$ cat config.mk
export PLATFORM = sky130hd
export DESIGN_NAME = regfile_scoreboard
export DESIGN_NICKNAME = d
export VERILOG_FILES = /design/src/rtl/regfile_scoreboard.sv
export SDC_FILE = /design/constraint.sdc
export NUM_CORES = 2
export LEC_CHECK = 0
export CORE_ASPECT_RATIO = 0.7
export CORE_UTILIZATION = 35
export CTS_BUF_LIST = sky130_fd_sc_hd__clkbuf_4 sky130_fd_sc_hd__clkbuf_8
export CTS_CLUSTER_SIZE = 12
export DETAILED_ROUTE_END_ITERATION = 10
export PLACE_DENSITY = 0.46
export SLEW_MARGIN = 30
export SYNTH_ARGS = -nofsm -noshare
export SYNTH_HDL_FRONTEND = slang
export SYNTH_SLANG_ARGS = --single-unit
$ cat constraint.sdc
create_clock -name clk -period 50.6 [get_ports clk]
set_input_delay 10.12 -clock clk [delete_from_list [all_inputs] [get_ports clk]]
set_output_delay 10.12 -clock clk [all_outputs]
set_load 0.1 [all_outputs]
$ cat src/rtl/regfile_scoreboard.sv
// regfile_scoreboard: multi-port register file with per-register busy scoreboard for in-order issue.
// Define REGFILE_FWD_EN to forward same-cycle writeback data and busy release onto the read ports.
module regfile_scoreboard #(
    parameter int DATA_W = 32,
    parameter int ADDR_W = 5,
    parameter int NUM_RD = 2
) (
    input  logic                     clk,
    input  logic                     reset,
    input  logic [NUM_RD*ADDR_W-1:0] rd_addr,
    output logic [NUM_RD*DATA_W-1:0] rd_data,
    output logic [NUM_RD-1:0]        rd_busy,
    input  logic                     wb0_en,
    input  logic [ADDR_W-1:0]        wb0_addr,
    input  logic [DATA_W-1:0]        wb0_data,
    input  logic                     wb1_en,
    input  logic [ADDR_W-1:0]        wb1_addr,
    input  logic [DATA_W-1:0]        wb1_data,
    input  logic                     issue_valid,
    input  logic [ADDR_W-1:0]        issue_addr,
    output logic                     issue_ready,
    input  logic                     flush,
    output logic [ADDR_W:0]          busy_count
);
    localparam int DEPTH = 1 << ADDR_W;

    logic [DATA_W-1:0] mem [DEPTH];
    logic [DEPTH-1:0]  busy, busy_nxt;
    logic [ADDR_W:0]   cnt_nxt;
    logic              wb0_hit, wb1_hit, issue_fire;

    assign wb0_hit    = wb0_en && (wb0_addr != '0);
    assign wb1_hit    = wb1_en && (wb1_addr != '0);
    // A destination still pending may be re-reserved only if its writeback lands this cycle.
    assign issue_ready = !flush && ((issue_addr == '0) || !busy[issue_addr] ||
                         (wb0_en && wb0_addr == issue_addr) || (wb1_en && wb1_addr == issue_addr));
    assign issue_fire = issue_valid && issue_ready;

    always_comb begin
        busy_nxt = busy;
        if (wb0_hit) busy_nxt[wb0_addr] = 1'b0;
        if (wb1_hit) busy_nxt[wb1_addr] = 1'b0;
        if (issue_fire) busy_nxt[issue_addr] = 1'b1;
        if (flush) busy_nxt = '0;
        busy_nxt[0] = 1'b0;
    end

    always_comb begin
        cnt_nxt = '0;
        for (int i = 0; i < DEPTH; i++)
            cnt_nxt = cnt_nxt + {{ADDR_W{1'b0}}, busy_nxt[i]};
    end

    always_ff @(posedge clk or posedge reset) begin
        if (reset) begin
            for (int i = 0; i < DEPTH; i++) mem[i] <= '0;
            busy       <= '0;
            busy_count <= '0;
        end else begin
            if (wb0_hit) mem[wb0_addr] <= wb0_data;
            if (wb1_hit) mem[wb1_addr] <= wb1_data;
            busy       <= busy_nxt;
            busy_count <= cnt_nxt;
        end
    end

    for (genvar k = 0; k < NUM_RD; k++) begin : g_rd
        logic [ADDR_W-1:0] ra;
        assign ra = rd_addr[k*ADDR_W +: ADDR_W];
`ifdef REGFILE_FWD_EN
        assign rd_data[k*DATA_W +: DATA_W] = (ra == '0) ? '0 :
                                             (wb1_en && wb1_addr == ra) ? wb1_data :
                                             (wb0_en && wb0_addr == ra) ? wb0_data : mem[ra];
        assign rd_busy[k] = busy[ra] && !((wb0_en && wb0_addr == ra) || (wb1_en && wb1_addr == ra));
`else
        assign rd_data[k*DATA_W +: DATA_W] = (ra == '0) ? '0 : mem[ra];
        assign rd_busy[k] = busy[ra];
`endif
    end
endmodule
After elaboration in Yosys (flattened, before gate mapping)
Index checks and enable logic that the tools add are counted.
{"block": "totals", "word_cells": 142, "input_bits": 95, "mem_bits_ro": 0, "ramBits": 0, "out_inout_bits": 73, "latch_bits": 0, "reg_bits": 1061, "n_memories": 0}
{"block": "op_classes", "bitwise": 9, "n_div": 0, "reduce_logical": 21, "magnitude_cmp": 14, "eq_ne": 2, "shift": 0, "multipliers": 0, "add_sub_neg": 30, "muxes": 32}
{"cell": "$bwmux W1024", "count": 2}
{"cell": "$mux W1024", "count": 2}
{"cell": "$mux W32", "count": 12}
{"cell": "$bmux W32 S5", "count": 2}
{"cell": "$demux W32 S5", "count": 2}
{"cell": "$add A6 B1 Y6", "count": 25}
{"cell": "$and A32 B32 Y32", "count": 2}
{"cell": "$not A32 Y32", "count": 2}
{"cell": "$or A32 B32 Y32", "count": 1}
{"cell": "$lt A5 B6 Y1 const B", "count": 5}
{"cell": "$ge A6 B6 Y1 const B", "count": 4}
{"cell": "$not A5 Y6", "count": 4}
{"cell": "$bmux W1 S5", "count": 3}
{"cell": "$demux W1 S5", "count": 3}
{"cell": "$ge A5 B1 Y1 const B", "count": 3}
{"cell": "$logic_not A5 Y1", "count": 3}
{"cell": "$lt A6 B1 Y1 const B", "count": 2}
{"cell": "$logic_and A1 B1 Y1", "count": 11}
{"cell": "$eq A5 B5 Y1", "count": 2}
{"cell": "$reduce_bool A5 Y1", "count": 2}
{"cell": "$add A5 B1 Y6", "count": 1}
{"cell": "$mux W1", "count": 6}
{"cell": "$add A4 B1 Y5", "count": 1}
{"cell": "$add A3 B1 Y4", "count": 1}
{"cell": "4 further kinds", "count": 7}

Depth between registers and ports, before layout
{"block": "depth", "depth_word": 42, "ltp_mapped": 25, "ltp_nobuf": 22}

Least setup slack after synthesis
No wires, ideal clock.
{"block": "synth_path", "path_kind": "in2out", "start": "in rd_addr[1]", "end": "out rd_data[10]", "path_buffers": 3, "arrival_ps": 12719, "slack_ps": 27761, "required_time_ps": 40480, "path_stages": 7, "cell_sequence": "clkbuf_1 -> clkbuf_1 -> clkbuf_1 -> mux4_2 -> mux4_2 -> inv_1 -> o21ai_1"}
{"block": "synth_via", "elab_chain_len": 5, "word_cells_on_any_way": 6, "classes_between": "mux (4); bitwise (1); reduce/logical (1)"}
{"item": "from (decl)", "line_no": "10", "source": "input logic [NUM_RD*ADDR_W-1:0] rd_addr,"}
{"item": "$not A5 Y6 (not written as such)", "line_no": "76", "source": "assign rd_data[k*DATA_W +: DATA_W] = (ra == '0) ? '0 : mem[ra];"}
{"item": "$bmux W32 S5", "line_no": "76"}
{"item": "$mux W32 (not written as such) (2 in a row)", "line_no": "76"}
{"item": "$mux W32 *", "line_no": "76"}
{"item": "to (decl)", "line_no": "11", "source": "output logic [NUM_RD*DATA_W-1:0] rd_data,"}
Every way passes the cells marked *; elsewhere a longest branch is shown, timed or not. The select of a mux whose other input is x is not followed.

Final worst setup path
{"block": "layout_path", "start": "in rd_addr[6]", "end": "out rd_data[48]"}
The elaborated chain is that of the path after synthesis.

==> impl_results.md <==
- Reg-to-reg slack, setup: 43670 ps
- Crit Path Class: in2out
- First-pass GRT wire length: 410700 um
- Post-synth top flop: dfrtp_1
- Row count: 133
- Layout area overhead: 11.82%
- Reg2reg start: busy[12]
- Power share of the combinational group: 0.285
- R2R Path End: busy_count[4]
- Pin count of the biggest net entering global routing: 141
- Final hold violations: 0
- Synth top cells by count: dfrtp_1 (1061), mux2i_1 (894), mux4_2 (658), nor2_1 (567), nand2_1 (557)
- Clock transition at path regs: 50 ps
- Max Freq: 0.03832 GHz
- Share of layout cells above drive strength 1: 0.2214
- CTS root buf: clkbuf_8
- Number of placed I/O pins: 168
- Yosys top cell by area: dfrtp_1
- Maximum clock path buffer count: 3
- Per-cell routed wire length: 34.90 um
- MaxCap Viol Count: 0
- Final Non-Filler Cells: 8443
- Vias in the first global route: 49310
- Die ar.: 191800 sq um
- Worst-Margin Slew: 1100 ps
- # setup viols final: 0
- Syn Inst Count: 5991
- Placer Congestion: 0.8444
- Clk_lat worst skew: 970 ps
- Post-Route Setup TNS: 0 ps
- Cell with the most instances after synthesis: dfrtp_1
- Post-CTS Setup Inserts: 0
- Reg power frac: 0.412
- Drt initial violations: 6854
- Net Switching: 1.032 mW
- Leak Pwr: 31.87 nW
- All-Layer GR Usage: 0.3058
- Worst Hold Class: reg2reg
- Post-layout nets: 5915
- Worst hold start: mem[1020]
- Crit path launch type: input pin
- Slew Limit Fails: 0
- Remaining DRCs: 0
- CTS Buf Count: 186
- Clock network power share: 0.303
- Grt ovf: 0
- Placed cells: 8094
- Final wirelength: 294700 um
- Layout Skew: 38.71 ps
- CP Capture Type: primary output
- Routed Antenna Nets: 0
- Sw Share: 0.3433
- Initial antenna violation count: 21
- Area taken by multi-input logic gates: 36820 sq um
- Die Y: 366.8 um
- DP Worst Slack: 24580 ps
- CP required: 40480 ps
- Avg Cell Area, Syn: 11.10 sq um
- Register area: 26550 sq um
- CP arrival: 15980 ps
- Die W: 523.1 um
- Unique masters post-synth: 60
- Initial Util: 0.3535
- Final WS setup: 24500 ps
- Outcome: finished, final reports clean
- Vias per cell: 6.155
- Layout fillers: 17841
- Post-Syn Nets: 6116
- H-tree levels: 4
- FF-to-FF path depth: 22
- Cell Area, Synth: 66520 sq um
- Hold Path End: mem[1020]
- Clock Sinks: 1061
- Ys Warns: 0
- Slew headroom: 0.2670
- Hold path cells: 0
- Post-synthesis register bit count: 1061
- PortBufs: 167
- Total power: 3.005 mW
- Post-synthesis sequential area ratio: 0.3991
- Period Utilization, post-route: 0.5158
- Dpl hpwl: 165500 um
- Async SR Flop Fraction: 1.000
- RSZ-0062 raised after global routing: false
- Crit Path Max Fanout: 70
- Post-synth EDFFs: 0
- Power Density: 40.40 nW/um^2
- Synth top area share: 0.3991
- Top cells by area, synth: dfrtp_1 (40%), mux4_2 (22%), mux2i_1 (13%), a21oi_1 (4.1%), nor2_1 (3.2%)
- Internal power: 1.973 mW
- Core Region: 188200 sq um
- CTS tree: yes
- IR drop worst, VDD: 0.00002154 V
- PostCTS Resize Cnt: 0
- Hold-fix buffers, CTS: 0
- Vias: 51965
- 1st-pass router iterations: 8
- Min Tclk post-route: 26100 ps
## placed cells by master, fill, tap and decap left out, types with 7 or more instances in the layout
cell             count
clkdlybuf4s50_1    127
o21ai_1            125
o21ai_0            411
buf_16              10
buf_2               32
buf_6               24
nor2_4              24
a32oi_1            109
ha_1                 7
fa_1                23
clkbuf_4            60
xor2_1              10
nand2_1            530
bufinv_16            8
o22ai_1             14
nor2_1             553
mux4_2             658
nand2b_1            12
nor2b_1             11
diode_2              7
inv_1               97
or4bb_1             13
o21a_1               9
a21oi_1            547
dfrtp_1           1061
buf_4              160
clkbuf_8           234
mux2i_1            894
nand3b_1            14
o22a_1               7
nand2_4             26
clkinv_2            23
## power groups by stage
stage	clock [mW]	sequential (mW)	combinational (mW)
2_1_floorplan	0	1.18	0.669
3_3_place_gp	0	1.24	0.842
3_5_place_dp	0	1.24	0.854
4_1_cts	0.925	1.23	0.854
5_1_grt	0.960	1.26	0.914
6_report	0.911	1.24	0.856
## worst max path at each step
stage / start / to / slack [ps] / cells after the start
after floorplan: reset / busy[10] / 10610 / 1
after global placement: rd_addr[6] / rd_data[48] / 24690 / 9
after detailed placement: rd_addr[6] / rd_data[48] / 24580 / 9
after CTS: rd_addr[6] / rd_data[48] / 24610 / 9
after global routing: rd_addr[6] / rd_data[48] / 24430 / 9
final: rd_addr[6] / rd_data[48] / 24500 / 9
## kinds of logic after synthesis
logic type	count (synthesis)	share of synthesized area
compound gates	1239	0.1016
xor+xnor	13	0.001712
fa+ha+maj	30	0.008238
buf+inv	850	0.05475
flops	1061	0.3991
mux	1559	0.3587
simple gates	1239	0.07580
## area by class of cell
class,instances,share of cell area
diodes,7,0.0002355
flip-flops and latches,1061,0.3569
well taps,2497,0.04200
repair buffers,363,0.04514
clock buffers,294,0.04935
multi-input cells,4080,0.4949
inverters,98,0.005046
clock inverters,43,0.006358
## worst max-delay path, stage by stage
cell and delay [ps]:
buf_8 420, buf_4 810, buf_4 890, buf_4 810, mux4_2 360, mux4_2 230, inv_1 40, o21ai_1 590
clkdlybuf4s50_1 1270
## metrics by stage
stage,instance area [sq um],hold WS (ps),utilization
after detailed placement,70040,382.7,0.3721
after global placement,69940,377.8,0.3716
after floorplan,66520,441.3,-
final,74390,391.3,0.3952
after CTS,74180,397.3,0.3941
after global routing,74380,405.7,0.3952
## sequential cells by signal, indices dropped and copies added, names as in the netlist
register    count
mem          1024
busy_count      6
busy           31
## per-layer routing
layer | part of all wire | global-route usage | up-vias
li1 | - | - | 21585
met1 | 0.44 | 0.4574 | 26810
met2 | 0.42 | 0.4279 | 3027
met3 | 0.10 | 0.07910 | 533
met4 | 0.032 | 0.09433 | 10
met5 | 0.00021 | 0 | -
No activity file was read; power rests on OpenSTA's default activity.
